File: src/rtl/memory_access_stage.sv
// Memory stage of the 16-bit pipelined CPU: runs data-memory loads and stores
// over a req/ack handshake, stalls upstream while an access is outstanding,
// and flags accesses whose ack does not arrive within TIMEOUT cycles.
module memory_access_stage #(
    parameter int DATA_W  = 16,
    parameter int ADDR_W  = 16,
    parameter int TIMEOUT = 15
) (
    input  logic              clk,
    input  logic              rst_n,
    input  logic              in_valid,
    output logic              in_ready,
    input  logic              wbs_in,
    input  logic              ni_in,
    input  logic              mem_read_in,
    input  logic              mem_write_in,
    input  logic [DATA_W-1:0] ALUresult_in,
    input  logic [DATA_W-1:0] writeData_in,
    output logic              dmem_req,
    output logic              dmem_we,
    output logic [ADDR_W-1:0] dmem_addr,
    output logic [DATA_W-1:0] dmem_wdata,
    input  logic [DATA_W-1:0] dmem_rdata,
    input  logic              dmem_ack,
    output logic              out_valid,
    output logic              wbs_out,
    output logic              ni_out,
    output logic [DATA_W-1:0] memData_out,
    output logic [DATA_W-1:0] ALUresult_out,
    output logic              mem_fault
);

    localparam int CNT_W = $clog2(TIMEOUT + 1);

    typedef enum logic [1:0] {S_IDLE, S_ACCESS, S_RESP} state_t;

    state_t              state_q, state_d;
    logic [CNT_W-1:0]    cnt_q, cnt_d;
    logic                live_q;
    // Fields captured at accept; they drive the memory port during ACCESS.
    logic                cap_we_q, cap_we_d;
    logic                cap_rd_q, cap_rd_d;
    logic                cap_wbs_q, cap_wbs_d;
    logic                cap_ni_q, cap_ni_d;
    logic [DATA_W-1:0]   cap_alu_q, cap_alu_d;
    logic [DATA_W-1:0]   cap_wdata_q, cap_wdata_d;
    // Output registers toward MemoryWriteback_register; they hold between pulses.
    logic                out_valid_q, out_valid_d;
    logic                wbs_q, wbs_d;
    logic                ni_q, ni_d;
    logic [DATA_W-1:0]   mem_data_q, mem_data_d;
    logic [DATA_W-1:0]   alu_q, alu_d;
    logic                fault_q, fault_d;

    logic                accept;

    // live_q keeps in_ready low until the first clock after reset release.
    assign in_ready = (state_q == S_IDLE) && live_q;
    assign accept   = in_valid && in_ready;

    // Memory port is decoded from state so an async reset drops dmem_req at once.
    assign dmem_req   = (state_q == S_ACCESS);
    assign dmem_we    = dmem_req && cap_we_q;
    assign dmem_addr  = dmem_req ? cap_alu_q[ADDR_W-1:0] : '0;
    assign dmem_wdata = dmem_req ? cap_wdata_q : '0;

    assign out_valid     = out_valid_q;
    assign wbs_out       = wbs_q;
    assign ni_out        = ni_q;
    assign memData_out   = mem_data_q;
    assign ALUresult_out = alu_q;
    assign mem_fault     = fault_q;

    // Next-state, capture and output-register logic.
    always_comb begin
        state_d     = state_q;
        cnt_d       = cnt_q;
        cap_we_d    = cap_we_q;
        cap_rd_d    = cap_rd_q;
        cap_wbs_d   = cap_wbs_q;
        cap_ni_d    = cap_ni_q;
        cap_alu_d   = cap_alu_q;
        cap_wdata_d = cap_wdata_q;
        out_valid_d = 1'b0;
        wbs_d       = wbs_q;
        ni_d        = ni_q;
        mem_data_d  = mem_data_q;
        alu_d       = alu_q;
        fault_d     = fault_q;

        unique case (state_q)
            S_IDLE: begin
                if (accept) begin
                    // A simultaneous read+write is a store; the read is dropped.
                    cap_we_d    = mem_write_in;
                    cap_rd_d    = mem_read_in && !mem_write_in;
                    cap_wbs_d   = wbs_in;
                    cap_ni_d    = ni_in;
                    cap_alu_d   = ALUresult_in;
                    cap_wdata_d = writeData_in;
                    if (mem_read_in || mem_write_in) begin
                        state_d = S_ACCESS;
                        cnt_d   = '0;
                    end else begin
                        out_valid_d = 1'b1;
                        wbs_d       = wbs_in;
                        ni_d        = ni_in;
                        mem_data_d  = '0;
                        alu_d       = ALUresult_in;
                    end
                end
            end
            S_ACCESS: begin
                if (dmem_ack) begin
                    // Ack takes priority over a timeout in the same cycle.
                    state_d     = S_RESP;
                    out_valid_d = 1'b1;
                    wbs_d       = cap_wbs_q;
                    ni_d        = cap_ni_q;
                    mem_data_d  = cap_rd_q ? dmem_rdata : '0;
                    alu_d       = cap_alu_q;
                end else if (cnt_q == CNT_W'(TIMEOUT - 1)) begin
                    // TIMEOUT request cycles without ack: abandon, suppress writeback.
                    state_d     = S_RESP;
                    fault_d     = 1'b1;
                    out_valid_d = 1'b1;
                    wbs_d       = cap_wbs_q;
                    ni_d        = 1'b0;
                    mem_data_d  = '0;
                    alu_d       = cap_alu_q;
                end else begin
                    cnt_d = cnt_q + CNT_W'(1);
                end
            end
            S_RESP: begin
                state_d = S_IDLE;
            end
            default: begin
                state_d = S_IDLE;
            end
        endcase
    end

    // State, capture and output registers; everything clears on reset.
    always_ff @(posedge clk or negedge rst_n) begin
        if (!rst_n) begin
            state_q     <= S_IDLE;
            cnt_q       <= '0;
            live_q      <= 1'b0;
            cap_we_q    <= 1'b0;
            cap_rd_q    <= 1'b0;
            cap_wbs_q   <= 1'b0;
            cap_ni_q    <= 1'b0;
            cap_alu_q   <= '0;
            cap_wdata_q <= '0;
            out_valid_q <= 1'b0;
            wbs_q       <= 1'b0;
            ni_q        <= 1'b0;
            mem_data_q  <= '0;
            alu_q       <= '0;
            fault_q     <= 1'b0;
        end else begin
            state_q     <= state_d;
            cnt_q       <= cnt_d;
            live_q      <= 1'b1;
            cap_we_q    <= cap_we_d;
            cap_rd_q    <= cap_rd_d;
            cap_wbs_q   <= cap_wbs_d;
            cap_ni_q    <= cap_ni_d;
            cap_alu_q   <= cap_alu_d;
            cap_wdata_q <= cap_wdata_d;
            out_valid_q <= out_valid_d;
            wbs_q       <= wbs_d;
            ni_q        <= ni_d;
            mem_data_q  <= mem_data_d;
            alu_q       <= alu_d;
            fault_q     <= fault_d;
        end
    end

endmodule
File: config.mk
export PLATFORM = sky130hd
export DESIGN_NAME = memory_access_stage
export DESIGN_NICKNAME = d
export VERILOG_FILES = /design/src/rtl/memory_access_stage.sv
export SDC_FILE = /design/constraint.sdc
export NUM_CORES = 1
export LEC_CHECK = 0
export CAP_MARGIN = 20
export CELL_PAD_IN_SITES_DETAIL_PLACEMENT = 0
export CELL_PAD_IN_SITES_GLOBAL_PLACEMENT = 2
export CORE_MARGIN = 3
export CORE_UTILIZATION = 35
export DETAILED_ROUTE_END_ITERATION = 16
export DONT_BUFFER_PORTS = 1
export PLACE_DENSITY_LB_ADDON = 0.1
export SETUP_SLACK_MARGIN = 0.1
export SLEW_MARGIN = 20
export SYNTH_ARGS = -nofsm -noshare
export SYNTH_HDL_FRONTEND = slang
export SYNTH_SLANG_ARGS = --single-unit
File: constraint.sdc
create_clock -name clk -period 1.7 [get_ports clk]
set_input_delay 0.17 -clock clk [delete_from_list [all_inputs] [get_ports clk]]
set_output_delay 0.17 -clock clk [all_outputs]
set_load 0.02 [all_outputs]
==> metrics.md, run 1 <==
| Metric | Value |
|---|---|
| R2R cell count | `8` |
| Gate Count Post-Synth | `272` |
| Routed vias | `2392` |
| Crit share post-route | `0.945` |
| Crit. End Element | `flop` |
| CP Cell Sequence | `inv_2 -> ha_4 -> a31oi_4 -> nor2_4 -> a21oi_4 -> buf_12 -> buf_12 -> a22o_1` |
| Share of layout cells above drive strength 1 | `0.365` |
| Yosys top cell area share | `0.583` |
| Clock sink count | `79` |
| Crit path kind | `reg2reg` |
| Min Hold Slack | `-481 ps` |
| Slew margin rel. | `0.583` |
| Drt first pass iters | `4` |
| First-pass GRT wire length | `13.1 mm` |
| Drt via density | `4.87` |
| Initial antenna violation count | `0` |
| Endpoints failing setup | `0` |
| Final cell utilization of the core | `0.513` |
| Syn. warnings | `0` |
| Peak supply drop | `870 µV` |
| DIE WIDTH | `104 µm` |
| Ant diodes | `0` |
| Total Power | `9.24 mW` |
| CTS tree | `built` |
| Clock slew at reported path FFs | `80 ps` |
| Synth top area cells | `dfrtp_1, mux2_2, and2_1` |
| Synth area leader | `dfrtp_1` |
| R2r setup slk | `90 ps` |
| All-Layer GR Usage | `0.150` |
| Worst Hold Class | `in2async` |
| Fraction of registers with async set/reset | `1.00` |
| Worst slew pin tran | `625 ps` |
| Critical Path Most Common Cell | `buf_12` |
| Clock Root Buffer | `clkbuf_8` |
| Critical Path Start Type | `flop` |
| Compound-gate portion of the synthesized area | `0.116` |
| WL/cell | `17.6 µm` |
| Number of flops mapped to enable cells by yosys | `0` |
| Most instantiated cells after synthesis | `dfrtp_1, mux2_2, and2_1` |
| Crit-path slowest cell | `dfrtp_1` |
| Initial Utilization | `0.363` |
| IO buf count | `0` |
| Largest family of logic cells by synthesized area | `multiplexers` |
| Fin area | `4780 µm²` |
| Total CTS buffers | `9` |
| Worst path max stage delay | `410 ps` |
| Synth cell types | `34` |
| I/O pins | `127` |
| Final hold violations | `79` |
| Congestion Overflow GR | `0` |
| Filler Cell Count | `829` |
| Number of max-cap violations | `0` |
| Failing checks | `negative hold slack` |
| Flops & latches, synth | `79` |
| Remaining antenna violation count | `0` |
| Status | `complete, but fails checks` |
| FP Rows | `35` |
| Clock buffer depth | `2` |
| Leak pwr | `2.10 nW` |
| Max Freq | `0.622 GHz` |
| Critical path startpoint | `cnt_q[0]` |
| Largest net degree at the start of global routing | `80` |
| Area of the multi-input gates | `1350 µm²` |
| Detailed placer's ending HPWL | `4.97 mm` |
| Final Wtd Congestion | `0.716` |
| Clk Latency, worst-skew pair | `340 ps` |
| Worst path required time | `1920 ps` |
| Die Y | `104 µm` |
| Drt initial violations | `71` |
| Worst r2r dst | `memData_out[3]` |
| Cell with the most instances after synthesis | `dfrtp_1` |
| Die ar. | `10900 µm²` |
| Most common flop cell mapped by yosys | `dfrtp_1` |
| Vias in the first global route | `2430` |
| Synthesized net count | `330` |
| Final setup TNS | `0 ps` |
| Pwr dens | `1930 nW/µm²` |
| H-tree Lvls | `3` |
| Adder-cell share of the synthesized area | `0.00739` |
| Tmin final | `1610 ps` |
| Seq. cell area | `1980 µm²` |
| RSZ-0062 raised after global routing | `true` |
| Synth Cell Area | `3390 µm²` |
| Placed cell area | `3610 µm²` |
| Fin nets | `415` |
| WP data arrival | `1820 ps` |
| Worst Path Max Fanout | `8` |
| Syn_area_per_cell | `12.5 µm²` |
| Setup crit end | `memData_out[3]` |
| DRC errors left | `0` |
| Post-synthesis sequential area ratio | `0.583` |
| R2R Path Start | `cnt_q[0]` |
| Area growth syn-to-layout | `41.2%` |
| Drt total wl | `8.65 mm` |
| Final Slew Violations | `0` |
| Core area | `9330 µm²` |
| Final Skew | `9.17 ps` |
| Mux share of post-synthesis cell area | `0.123` |
| Synth Area in Simple Gates | `0.118` |
| XOR/XNOR Fraction of Synth Area | `0` |
-- critical path: cells and delay by family (launching register included) --
kind            cells  cell delay (ps)
buf+inv             3              370
simple gates        1              170
compound gates      3              370
fa+ha+maj           1              150
flops               1              410
-- state kept, by name (all words and copies together), names as in the netlist --
register / flops
ni_out: 1
cnt_q: 4
cap_wbs_q: 1
wbs_out: 1
cap_rd_q: 1
cap_alu_q: 16
out_valid: 1
cap_wdata_q: 16
mem_fault: 1
cap_we_q: 1
cap_ni_q: 1
ALUresult_out: 16
state_q: 2
live_q: 1
memData_out: 16
-- layout make-up --
class / instances / share of cell area
clock buffer: 10 / 0.0288
clock inverter: 6 / 0.0225
inverter: 5 / 0.00811
multi-input combinational: 171 / 0.282
sequential: 79 / 0.413
tap: 129 / 0.0337
timing repair buffer: 90 / 0.208
timing repair inverter: 1 / 0.00340
-- metrics by stage --
| step | hold WS [ps] | setup WS, ps | instances |
|---|---|---|---|
| floorplan | -126 | 68.9 | 272 |
| CTS | -505 | 84.7 | 482 |
| detailed placement | -123 | 39.3 | 411 |
| global placement | -124 | 40.7 | 411 |
| global route | -514 | 29.7 | 491 |
| finish | -481 | 93.1 | 491 |
-- cell usage in the layout, fill, tap and decap left out, drive strengths merged, types with 5 or more instances in the layout --
cell	Yosys	routed
dfrtp	79	79
mux2	36	36
buf	15	35
a31oi	6	6
inv	5	5
a21oi	33	33
nand2	5	5
dlygate4sd3	0	52
and2	33	33
nor2	23	23
a22o	16	16
clkbuf	2	12
-- report_power, final --
group          internal, mW  total (mW)  switching [mW]
logic                  1.99        3.70            1.71
registers              2.76        3.83            1.07
clock network          1.01        1.70           0.692
total                  5.77        9.24            3.47
-- kinds of logic after synthesis --
group	after synthesis
simple gates	73
fa+ha+maj	2
compound gates	58
buf+inv	22
mux	37
flops	79
other cells	1
-- worst min-delay path by stage --
stage                      from                to  slack, ps  cells past startpoint
after floorplan           rst_n  ALUresult_out[0]       -130                      0
after global placement    rst_n    cap_wdata_q[8]       -120                      0
after detailed placement  rst_n    cap_wdata_q[8]       -120                      0
after CTS                 rst_n  ALUresult_out[9]       -510                      0
after global routing      rst_n    cap_wdata_q[8]       -510                      0
final                     rst_n    cap_wdata_q[8]       -480                      0
-- layer usage --
| layer | vias up | routed length, µm | GRT usage |
|---|---|---|---|
| li1 | 1109 | - | - |
| met1 | 1166 | 3840 | 0.194 |
| met2 | 109 | 3960 | 0.229 |
| met3 | 8 | 747 | 0.0652 |
| met4 | 0 | 93 | 0.0446 |
| met5 | - | 0 | 0 |
-- timing repair --
item | in CTS | in global routing
setup buffers | 3 | 5
endpoints found under the hold margin | 133 | 80
gates cloned | 1 | 3
endpoints found under the setup margin | 69 | 100
pin swaps | 10 | 19
hold buffers | 51 | 1
gates resized for setup | 50 | 29
Power figures use the tool's default switching activity.
==> inputs of run 2 (changes only) <==
CAP_MARGIN = not set   (was 20)
clock period = 1.4 ns   (was 1.7 ns; I/O delays follow)
==> run 2 against run 1 <==
- the run ends with negative hold slack, negative setup slack left
- critical path depth is 3 lower
- global-route usage is 2.2 points higher
- sequential share of layout area is 3.8 points lower
- worst setup slack worse by 340 ps
- design area is 10% higher
- largest power group is now combinational logic
- clock skew is 6.1 ps higher
- fmax is 2.2% lower
- first-iteration DRC count is 79% higher
- combinational power is 52% higher
- cell count is 4.5% higher
- via count is 2.7% higher
- clock power is 8% higher
==> metrics.md, run 2 (synthesis gave the netlist of run 1 again) <==
| Metric | Value |
|---|---|
| Final hold violations | `79` |
| Remaining antenna violation count | `0` |
| Core area | `9330 µm²` |
| Number of max-cap violations | `0` |
| Die Y | `104 µm` |
| Most common cell after layout, fill and taps aside | `dfrtp_1` |
| Worst path required time | `1620 ps` |
| Placed cell area | `3870 µm²` |
| GRT Max-Usage Layer | `met2` |
| Peak supply drop | `869 µV` |
| RSZ-0062 raised after global routing | `true` |
| All-Layer GR Usage | `0.172` |
| Vias in the first global route | `2662` |
| Initial Utilization | `0.363` |
| Total CTS buffers | `9` |
| Failing checks | `negative hold slack, negative setup slack` |
| Min Hold Slack | `-518 ps` |
| Total Power | `12.2 mW` |
| Max Freq | `0.608 GHz` |
| Pwr dens | `2320 nW/µm²` |
| DIE WIDTH | `104 µm` |
| Drt total wl | `9.25 mm` |
| Drt via density | `4.79` |
| Worst Hold Class | `in2async` |
| CTS Hold Bufs | `53` |
| Detailed placer's ending HPWL | `5.07 mm` |
| Status | `complete, but fails checks` |
| CTS tree | `built` |
| Die ar. | `10900 µm²` |
| Routed vias | `2456` |
| Initial antenna violation count | `0` |
| CP Buf/Inv Count | `3` |
| R2r setup slk | `-240 ps` |
| I/O pins | `127` |
| Most frequent cells in the layout | `dfrtp_1, dlygate4sd3_1, and2_4` |
| First-pass GRT wire length | `14.8 mm` |
| Seq. cell area | `1980 µm²` |
| Ant diodes | `0` |
| Global-route met1 utilization | `0.227` |
| Clock buffer depth | `2` |
| Area growth syn-to-layout | `55.5%` |
| Crit-path slowest cell | `dfrtp_1` |
| Crit. End Element | `flop` |
| Largest net degree at the start of global routing | `80` |
| GR met2 Demand/Resource | `0.276` |
| IO buf count | `0` |
| Final Skew | `15.3 ps` |
| Leak pwr | `2.34 nW` |
| Final Wtd Congestion | `0.687` |
| Worst Path Max Fanout | `10` |
| Filler Cell Count | `805` |
| Fin area | `5270 µm²` |
| Critical Path Most Common Cell | `buf_4` |
| Share of layout cells above drive strength 1 | `0.471` |
| Fin nets | `437` |
| Clk Latency, worst-skew pair | `340 ps` |
| CP Cell Sequence | `buf_4 -> and4bb_4 -> buf_4 -> buf_12 -> mux2_2` |
| Area of the multi-input gates | `1610 µm²` |
| Crit path kind | `reg2reg` |
| Clock Root Buffer | `clkbuf_8` |
| H-tree Lvls | `3` |
| M3 GR Usage | `0.0583` |
| Drt initial violations | `127` |
| FP Rows | `35` |
| Final cell utilization of the core | `0.565` |
| Delay-heaviest family, CP | `buffers and inverters` |
| Tmin final | `1640 ps` |
| Final Slew Violations | `0` |
| WL/cell | `18.0 µm` |
| Congestion Overflow GR | `0` |
| Critical Path Start Type | `flop` |
| Drt first pass iters | `4` |
| Clock sink count | `79` |
| Worst path max stage delay | `400 ps` |
| Crit share post-route | `1.17` |
| DRC errors left | `0` |
| Fin worst setup slack | `-244 ps` |
| Clock slew at reported path FFs | `80 ps` |
| Endpoints failing setup | `106` |
| WP data arrival | `1870 ps` |
run 2: cell types whose count changed in the layout (fill, tap and decap cells not counted), sizes merged:
cell         delta
dlygate4sd3     +1
clkinv          +1
clkinvlp        -1
inv             +4
bufinv          -1
buf            +19
bufbuf          -1
run 2: timing repair:
item / CTS / global route
buffers inserted: 13 / 4
resized for setup: 103 / 10
endpoints found under the setup margin: 111 / 112
pin swaps: 14 / 1
endpoints found under the hold margin: 147 / 80
gates cloned: 9 / 1
run 2: routing by layer:
| metal | part of all wire | up-vias |
|---|---|---|
| met5 | 0 | - |
| met3 | 0.071 | 7 |
| li1 | - | 1162 |
| met1 | 0.45 | 1194 |
| met2 | 0.47 | 93 |
| met4 | 0.0064 | 0 |
run 2: where the power goes:
group          internal [mW]  switching (mW)
sequential              3.36            1.40
clock                   1.01           0.824
combinational           3.14            2.48
total                   7.51            4.70
run 2: path summary, 6_finish.rpt:
kind | startpoint | cells past startpoint | to
max | state_q[1] | 5 | cap_wdata_q[15]
min | rst_n | 0 | cap_wdata_q[13]
max reg2reg | state_q[1] | 5 | cap_wdata_q[15]
min reg2reg | cap_alu_q[15] | 1 | cap_alu_q[15]
max in group asynchronous | rst_n | 0 | cap_alu_q[5]
min in group clk | ALUresult_in[9] | 2 | ALUresult_out[9]
run 2: area by class of cell:
type                       count  share of cell area
clock buffer                  11              0.0249
clock inverter                 5              0.0157
inverter                       5             0.00689
multi-input combinational    171               0.305
sequential                    79               0.375
tap                          129              0.0306
timing repair buffer         108               0.227
timing repair inverter         5              0.0142
run 2: metrics by stage:
stage          std cells  setup WS (ps)  setup TNS [ps]
3_3_place_gp         419           -164          -10330
2_1_floorplan        272          -79.2           -3330
4_1_cts              510           -234          -18610
5_1_grt              513           -322          -26920
6_report             513           -244          -19460
3_5_place_dp         419           -199          -12980
